`src/rtl/riscv_pkg.sv`:
```
// Shared encodings for the multicycle RV32I control path: opcodes, datapath
// mux selects, ALU operation classes and controller state.
package riscv_pkg;

    localparam logic [6:0] OP_R      = 7'b0110011;
    localparam logic [6:0] OP_I      = 7'b0010011;
    localparam logic [6:0] OP_LOAD   = 7'b0000011;
    localparam logic [6:0] OP_STORE  = 7'b0100011;
    localparam logic [6:0] OP_LUI    = 7'b0110111;
    localparam logic [6:0] OP_AUIPC  = 7'b0010111;
    localparam logic [6:0] OP_BRANCH = 7'b1100011;
    localparam logic [6:0] OP_JAL    = 7'b1101111;
    localparam logic [6:0] OP_JALR   = 7'b1100111;
    localparam logic [6:0] OP_SYSTEM = 7'b1110011;

    localparam logic [1:0] NO_ALU         = 2'b00;
    localparam logic [1:0] BRANCH_COMPARE = 2'b01;
    localparam logic [1:0] ADD_OFFSET     = 2'b10;
    localparam logic [1:0] ARITHMETIC     = 2'b11;

    localparam logic [1:0] PC_PLUS4  = 2'd0;
    localparam logic [1:0] PC_BRANCH = 2'd1;
    localparam logic [1:0] PC_ALU    = 2'd2;

    localparam logic [1:0] A_RS1    = 2'd0;
    localparam logic [1:0] A_OLD_PC = 2'd1;
    localparam logic [1:0] A_ZERO   = 2'd2;

    localparam logic [1:0] WB_ALU  = 2'd0;
    localparam logic [1:0] WB_LOAD = 2'd1;
    localparam logic [1:0] WB_PC4  = 2'd2;

    typedef enum logic [2:0] {
        S_WAIT, S_FETCH, S_DECODE, S_EXECUTE, S_MEM, S_WRITEBACK, S_TRAP
    } state_t;

    typedef enum logic [3:0] {
        CLS_R, CLS_I, CLS_LOAD, CLS_STORE, CLS_LUI, CLS_AUIPC,
        CLS_BRANCH, CLS_JAL, CLS_JALR, CLS_ILLEGAL
    } instr_class_t;

endpackage

```
`src/rtl/main_decoder.sv`:
```
// Combinational opcode classifier; anything the core cannot execute
// (including SYSTEM and reserved branch funct3) collapses to CLS_ILLEGAL.
module main_decoder
    import riscv_pkg::*;
(
    input  logic [31:0]  instr,
    output instr_class_t instr_class,
    output logic         illegal
);

    logic [2:0] funct3;
    assign funct3 = instr[14:12];

    always_comb begin
        instr_class = CLS_ILLEGAL;
        case (instr[6:0])
            OP_R:      instr_class = CLS_R;
            OP_I:      instr_class = CLS_I;
            OP_LOAD:   instr_class = CLS_LOAD;
            OP_STORE:  instr_class = CLS_STORE;
            OP_LUI:    instr_class = CLS_LUI;
            OP_AUIPC:  instr_class = CLS_AUIPC;
            OP_BRANCH: instr_class = (funct3 == 3'b010 || funct3 == 3'b011) ? CLS_ILLEGAL
                                                                            : CLS_BRANCH;
            OP_JAL:    instr_class = CLS_JAL;
            OP_JALR:   instr_class = CLS_JALR;
            default:   instr_class = CLS_ILLEGAL;
        endcase
    end

    assign illegal = (instr_class == CLS_ILLEGAL);

endmodule

```
`src/rtl/multicycle_controller.sv`:
```
// Main control FSM of the multicycle RV32I core: one instruction at a time
// through FETCH/DECODE/EXECUTE/MEM/WRITEBACK, halting in TRAP on illegal code.
module multicycle_controller
    import riscv_pkg::*;
#(
    parameter int RESET_WAIT = 0
) (
    input  logic        clk,
    input  logic        rst,
    input  logic [31:0] instr,
    input  logic        branch_condition_match,
    input  logic        mem_ready,
    output logic        mem_req,
    output logic        mem_we,
    output logic        mem_addr_sel,
    output logic        ir_write,
    output logic        pc_write,
    output logic [1:0]  pc_src,
    output logic [1:0]  alu_operation,
    output logic [1:0]  alu_a_sel,
    output logic        alu_src,
    output logic        reg_write,
    output logic [1:0]  wb_sel,
    output logic        is_rtype,
    output logic        retire,
    output logic        halted
);

    localparam logic [3:0] WAIT_LAST = 4'(RESET_WAIT - 1);
    localparam state_t     RST_STATE = (RESET_WAIT == 0) ? S_FETCH : S_WAIT;

    state_t       state, next_state;
    logic [3:0]   wait_cnt;
    instr_class_t cls;
    logic         illegal;

    main_decoder u_dec (
        .instr       (instr),
        .instr_class (cls),
        .illegal     (illegal)
    );

    always_ff @(posedge clk) begin
        if (rst) begin
            state    <= RST_STATE;
            wait_cnt <= '0;
        end else begin
            state    <= next_state;
            wait_cnt <= (state == S_WAIT) ? wait_cnt + 4'd1 : 4'd0;
        end
    end

    // Outputs are gated by rst so an in-flight memory request drops immediately.
    always_comb begin
        next_state    = state;
        mem_req       = 1'b0;
        mem_we        = 1'b0;
        mem_addr_sel  = 1'b0;
        ir_write      = 1'b0;
        pc_write      = 1'b0;
        pc_src        = PC_PLUS4;
        alu_operation = NO_ALU;
        alu_a_sel     = A_RS1;
        alu_src       = 1'b0;
        reg_write     = 1'b0;
        wb_sel        = WB_ALU;
        is_rtype      = 1'b0;
        retire        = 1'b0;
        halted        = 1'b0;
        if (!rst) begin
            case (state)
                S_WAIT: begin
                    if (wait_cnt == WAIT_LAST) next_state = S_FETCH;
                end
                S_FETCH: begin
                    mem_req = 1'b1;
                    if (mem_ready) begin
                        ir_write   = 1'b1;
                        pc_write   = 1'b1;
                        next_state = S_DECODE;
                    end
                end
                S_DECODE: begin
                    next_state = illegal ? S_TRAP : S_EXECUTE;
                end
                S_EXECUTE: begin
                    next_state = S_WRITEBACK;
                    case (cls)
                        CLS_R: begin
                            alu_operation = ARITHMETIC;
                            is_rtype      = 1'b1;
                        end
                        CLS_I: begin
                            alu_operation = ARITHMETIC;
                            alu_src       = 1'b1;
                        end
                        CLS_LOAD, CLS_STORE: begin
                            alu_operation = ADD_OFFSET;
                            alu_src       = 1'b1;
                            next_state    = S_MEM;
                        end
                        CLS_LUI: begin
                            alu_operation = ADD_OFFSET;
                            alu_a_sel     = A_ZERO;
                            alu_src       = 1'b1;
                        end
                        CLS_AUIPC: begin
                            alu_operation = ADD_OFFSET;
                            alu_a_sel     = A_OLD_PC;
                            alu_src       = 1'b1;
                        end
                        CLS_BRANCH: begin
                            alu_operation = BRANCH_COMPARE;
                            pc_write      = branch_condition_match;
                            pc_src        = PC_BRANCH;
                            retire        = 1'b1;
                            next_state    = S_FETCH;
                        end
                        CLS_JAL: begin
                            pc_write = 1'b1;
                            pc_src   = PC_BRANCH;
                        end
                        CLS_JALR: begin
                            alu_operation = ADD_OFFSET;
                            alu_src       = 1'b1;
                            pc_write      = 1'b1;
                            pc_src        = PC_ALU;
                        end
                        default: next_state = S_TRAP;
                    endcase
                end
                S_MEM: begin
                    mem_req       = 1'b1;
                    mem_addr_sel  = 1'b1;
                    mem_we        = (cls == CLS_STORE);
                    alu_operation = ADD_OFFSET;
                    alu_src       = 1'b1;
                    if (mem_ready) begin
                        if (cls == CLS_STORE) begin
                            retire     = 1'b1;
                            next_state = S_FETCH;
                        end else begin
                            next_state = S_WRITEBACK;
                        end
                    end
                end
                S_WRITEBACK: begin
                    reg_write  = 1'b1;
                    retire     = 1'b1;
                    next_state = S_FETCH;
                    if (cls == CLS_LOAD)                          wb_sel = WB_LOAD;
                    else if (cls == CLS_JAL || cls == CLS_JALR)   wb_sel = WB_PC4;
                end
                S_TRAP: halted = 1'b1;
                default: next_state = S_TRAP;
            endcase
        end
    end

endmodule

```
`config.mk`:
```
export PLATFORM = sky130hd
export DESIGN_NAME = multicycle_controller
export DESIGN_NICKNAME = d
export VERILOG_FILES = /design/src/rtl/riscv_pkg.sv /design/src/rtl/main_decoder.sv /design/src/rtl/multicycle_controller.sv
export SDC_FILE = /design/constraint.sdc
export NUM_CORES = 1
export LEC_CHECK = 0
export BUFFER_PORTS_ARGS = -buffer_cell sky130_fd_sc_hd__buf_2
export CAP_MARGIN = 20
export CELL_PAD_IN_SITES_DETAIL_PLACEMENT = 2
export CELL_PAD_IN_SITES_GLOBAL_PLACEMENT = 2
export CORE_AREA = 2 2 65 67
export CTS_CLUSTER_DIAMETER = 150
export DETAILED_ROUTE_END_ITERATION = 8
export DIE_AREA = 0 0 67 69
export GPL_TIMING_DRIVEN = 0
export HOLD_SLACK_MARGIN = 0.15
export PLACE_DENSITY_LB_ADDON = 0.1
export SETUP_SLACK_MARGIN = 0.05
export SYNTH_ARGS = -nofsm -noshare
export SYNTH_HDL_FRONTEND = slang
export SYNTH_SLANG_ARGS = --single-unit
```
`constraint.sdc`:
```
create_clock -name clk -period 2.2 [get_ports clk]
set_input_delay 0.11 -clock clk [delete_from_list [all_inputs] [get_ports clk]]
set_output_delay 0.11 -clock clk [all_outputs]
set_load 0.02 [all_outputs]
```
==> flow_summary.ini <==
[logic_synthesis]
synthDistinctLibCells = 41
ys_warn_count = 0
yosysSeqAreaShare_pct = 17.00
syn_area_um2 = 824.5
synth-seq-cells = 7
syn_avg_cell_area_um2 = 7.170
netlist_instances = 115
synth_nets = 152

[route]
drtAntennaViolNets = 0
wl_um = 2936
initialDrtViolationCount = 28
post-route-drc-count = 0
dr.pass1.iters = 4
via_per_inst = 4.919
avgRoutedWirePerCell_um = 14.83
vias = 974

[sta]
fin_crit_sh_pct = 81.58
worst_slew_pin_slew_ps = 462.8
fin_setup_tns_ps = 0
setup_viol = 0
skew_ps = 1.056
maxSlewHeadroom_pct = 69.15
hold_viol_final = 0
layout_min_cycle_time_ps = 1795
max_freq_ghz = 0.5572
rsz0062_at_grt = no
drv_slew = 0

[worst_hold_path]
hp-class = in -> reg

[global_route]
grt_first_pass_wirelength_um = 4754
grt_usage_pct = 12.87
overflow = 0
grt_max_degree = 11
grt_pass1_vias = 1003
grt_antenna_before_repair = 0

[place]
dpl.hpwl_um = 2418
placed_cells = 194
io_buffer_count = 29
place_congestion = 0.7748

[floorplan]
die_y_um = 69
initial_core_util_pct = 21.07
die_w_um = 67
row_count = 23
dieArea_mm2 = 0.004623
io_pins = 54
core-area_mm2 = 0.003914

[power]
pwr-share-seq_pct = 22.6
leakagePower_nw = 0.4697
p_clk_share_pct = 22.5
power_switching_w = 0.0003348
intPower_w = 0.0004414
switching_share_pct = 43.13
combinationalPowerShare_pct = 54.9
power.density_mw_per_mm2 = 720.5
ir_drop_mv = 0.1871

[final_layout]
area_growth_pct = 30.65
n_antenna_cell = 0
final_common_cell = buf_2
nets = 186
drive_gt1_share_pct = 29.73
final_cells = 198
layout_common_cells = 32 x buf_2, 15 x nor2_1, 8 x nand2b_1, 8 x nor3_1

[worst_setup_path]
crit_path_max_fanout = 10
cp.arrival_ps = 1680
required_ps = 2090
critPathKind = reg -> out
crit_family = simple AND/OR/NAND/NOR gates
end_kind = primary output
path_buf_inv = 2
path_cells = buf_2, and2_1, nand2_1, nor2_1, and3_1, buf_2
cpMostUsedCell = buf_2
cpPeakStageDelay_ps = 340
start_kind = flop
cp_slowest_cell = dfxtp_1

[cts]
htree_num_levels = 1
cts_buffers = 3
cts_root_buf = clkbuf_8
post_cts_buffers = 0
cts_sinks = 7
holdBufCountCts = 0
clk_pin_slew_worst_paths_ps = 40
clock_latency_ps = 220
ctsResizeCount = 0
cts_buffer_depth = 2
cts_tree = yes

[status]
outcome = finished clean

[job]
drv_cap = 0
==> synthesized netlist by cell type <==
cell	instances	area share [%]
a2bb2oi_2	1	1.8
or3_1	1	0.76
a32oi_1	1	1.1
xnor2_1	2	2.1
o21ai_0	6	3.6
nand4bb_4	1	3.3
a2bb2oi_1	1	1.1
a221o_1	1	1.2
nor2_1	15	6.8
nand2b_1	8	6.1
a311oi_1	1	1.1
o21ai_2	1	1.1
and3_1	5	3.8
nor3b_1	2	1.8
nand2_1	7	3.2
a211o_1	1	1.1
nor3_1	8	4.9
and4bb_1	1	1.5
o31a_2	1	1.2
and2_1	2	1.5
clkbuf_1	1	0.45
or2_2	2	1.5
o32ai_1	1	1.1
a21boi_0	1	0.91
nor2b_1	4	3.0
nand4_1	2	1.5
a21oi_1	7	4.2
o21bai_1	2	1.8
a211oi_1	1	0.91
a31oi_1	2	1.5
buf_6	2	2.7
nand3_1	3	1.8
ha_1	1	1.5
xor2_1	2	2.1
nand3b_1	1	0.91
dfxtp_1	7	17
nand4b_1	2	2.1
and4_1	1	1.1
and4bb_2	1	1.5
buf_2	3	1.8
inv_1	3	1.4
==> routing by layer <==
layer	part of all wire, %	up-vias	GRT usage, %
met5	0	-	0
met4	0	0	1.361
met3	3.0	0	2.284
met2	50	20	22.33
met1	47	466	16.83
li1	-	488	-
==> power groups by stage <==
stage	Sequential (W)	Clock, W	Combinational [W]
floorplan	0.000171	0	0.000309
global placement	0.000176	0	0.000426
detailed placement	0.000179	0	0.000431
CTS	0.000177	0.000180	0.000434
global route	0.000180	0.000191	0.000475
finish	0.000176	0.000174	0.000426
==> final timing paths <==
| kind | start | endpoint | slack (ps) | cells past startpoint |
|---|---|---|---|---|
| setup / recovery | state[1] | alu_a_sel[0] | 410 | 6 |
| hold / removal | rst | state[2] | 170 | 2 |
| setup reg to reg | state[1] | state[0] | 550 | 5 |
| hold reg to reg | wait_cnt[0] | wait_cnt[0] | 440 | 1 |
==> cell families after synthesis <==
logic type	synth area share (%)
compound gates	23.67
simple gates	47.19
flops	16.99
xor+xnor	4.250
fa+ha+maj	1.517
buf+inv	6.372
==> layout make-up <==
class	count	area, µm²
fillers	501	2836
multi-input cells	99	631.9
repair buffers	29	145.1
flip-flops and latches	7	140.1
well taps	50	62.56
clock buffers	4	45.04
plain buffers	6	41.29
inverters	3	11.26
==> registers in the layout, summed over array words and instances, names as in the netlist <==
signal,count
state,3
wait_cnt,4
==> through the flow <==
| stage | area (µm²) | total power, W | setup slack, ps | hold slack, ps | utilization [%] |
|---|---|---|---|---|---|
| finish | 1077 | 0.0007762 | 405.3 | 169.2 | 27.53 |
| global route | 1077 | 0.0008455 | 223.6 | 183.4 | 27.53 |
| CTS | 1077 | 0.0007908 | 363.4 | 169.4 | 27.53 |
| detailed placement | 1032 | 0.0006106 | 446.6 | 404.1 | 26.37 |
| global placement | 1032 | 0.0006028 | 440.3 | 409.5 | 26.37 |
| floorplan | 824.5 | 0.0004796 | 541.3 | 182.1 | - |
Note: power is estimated with default switching activity, not from simulation.
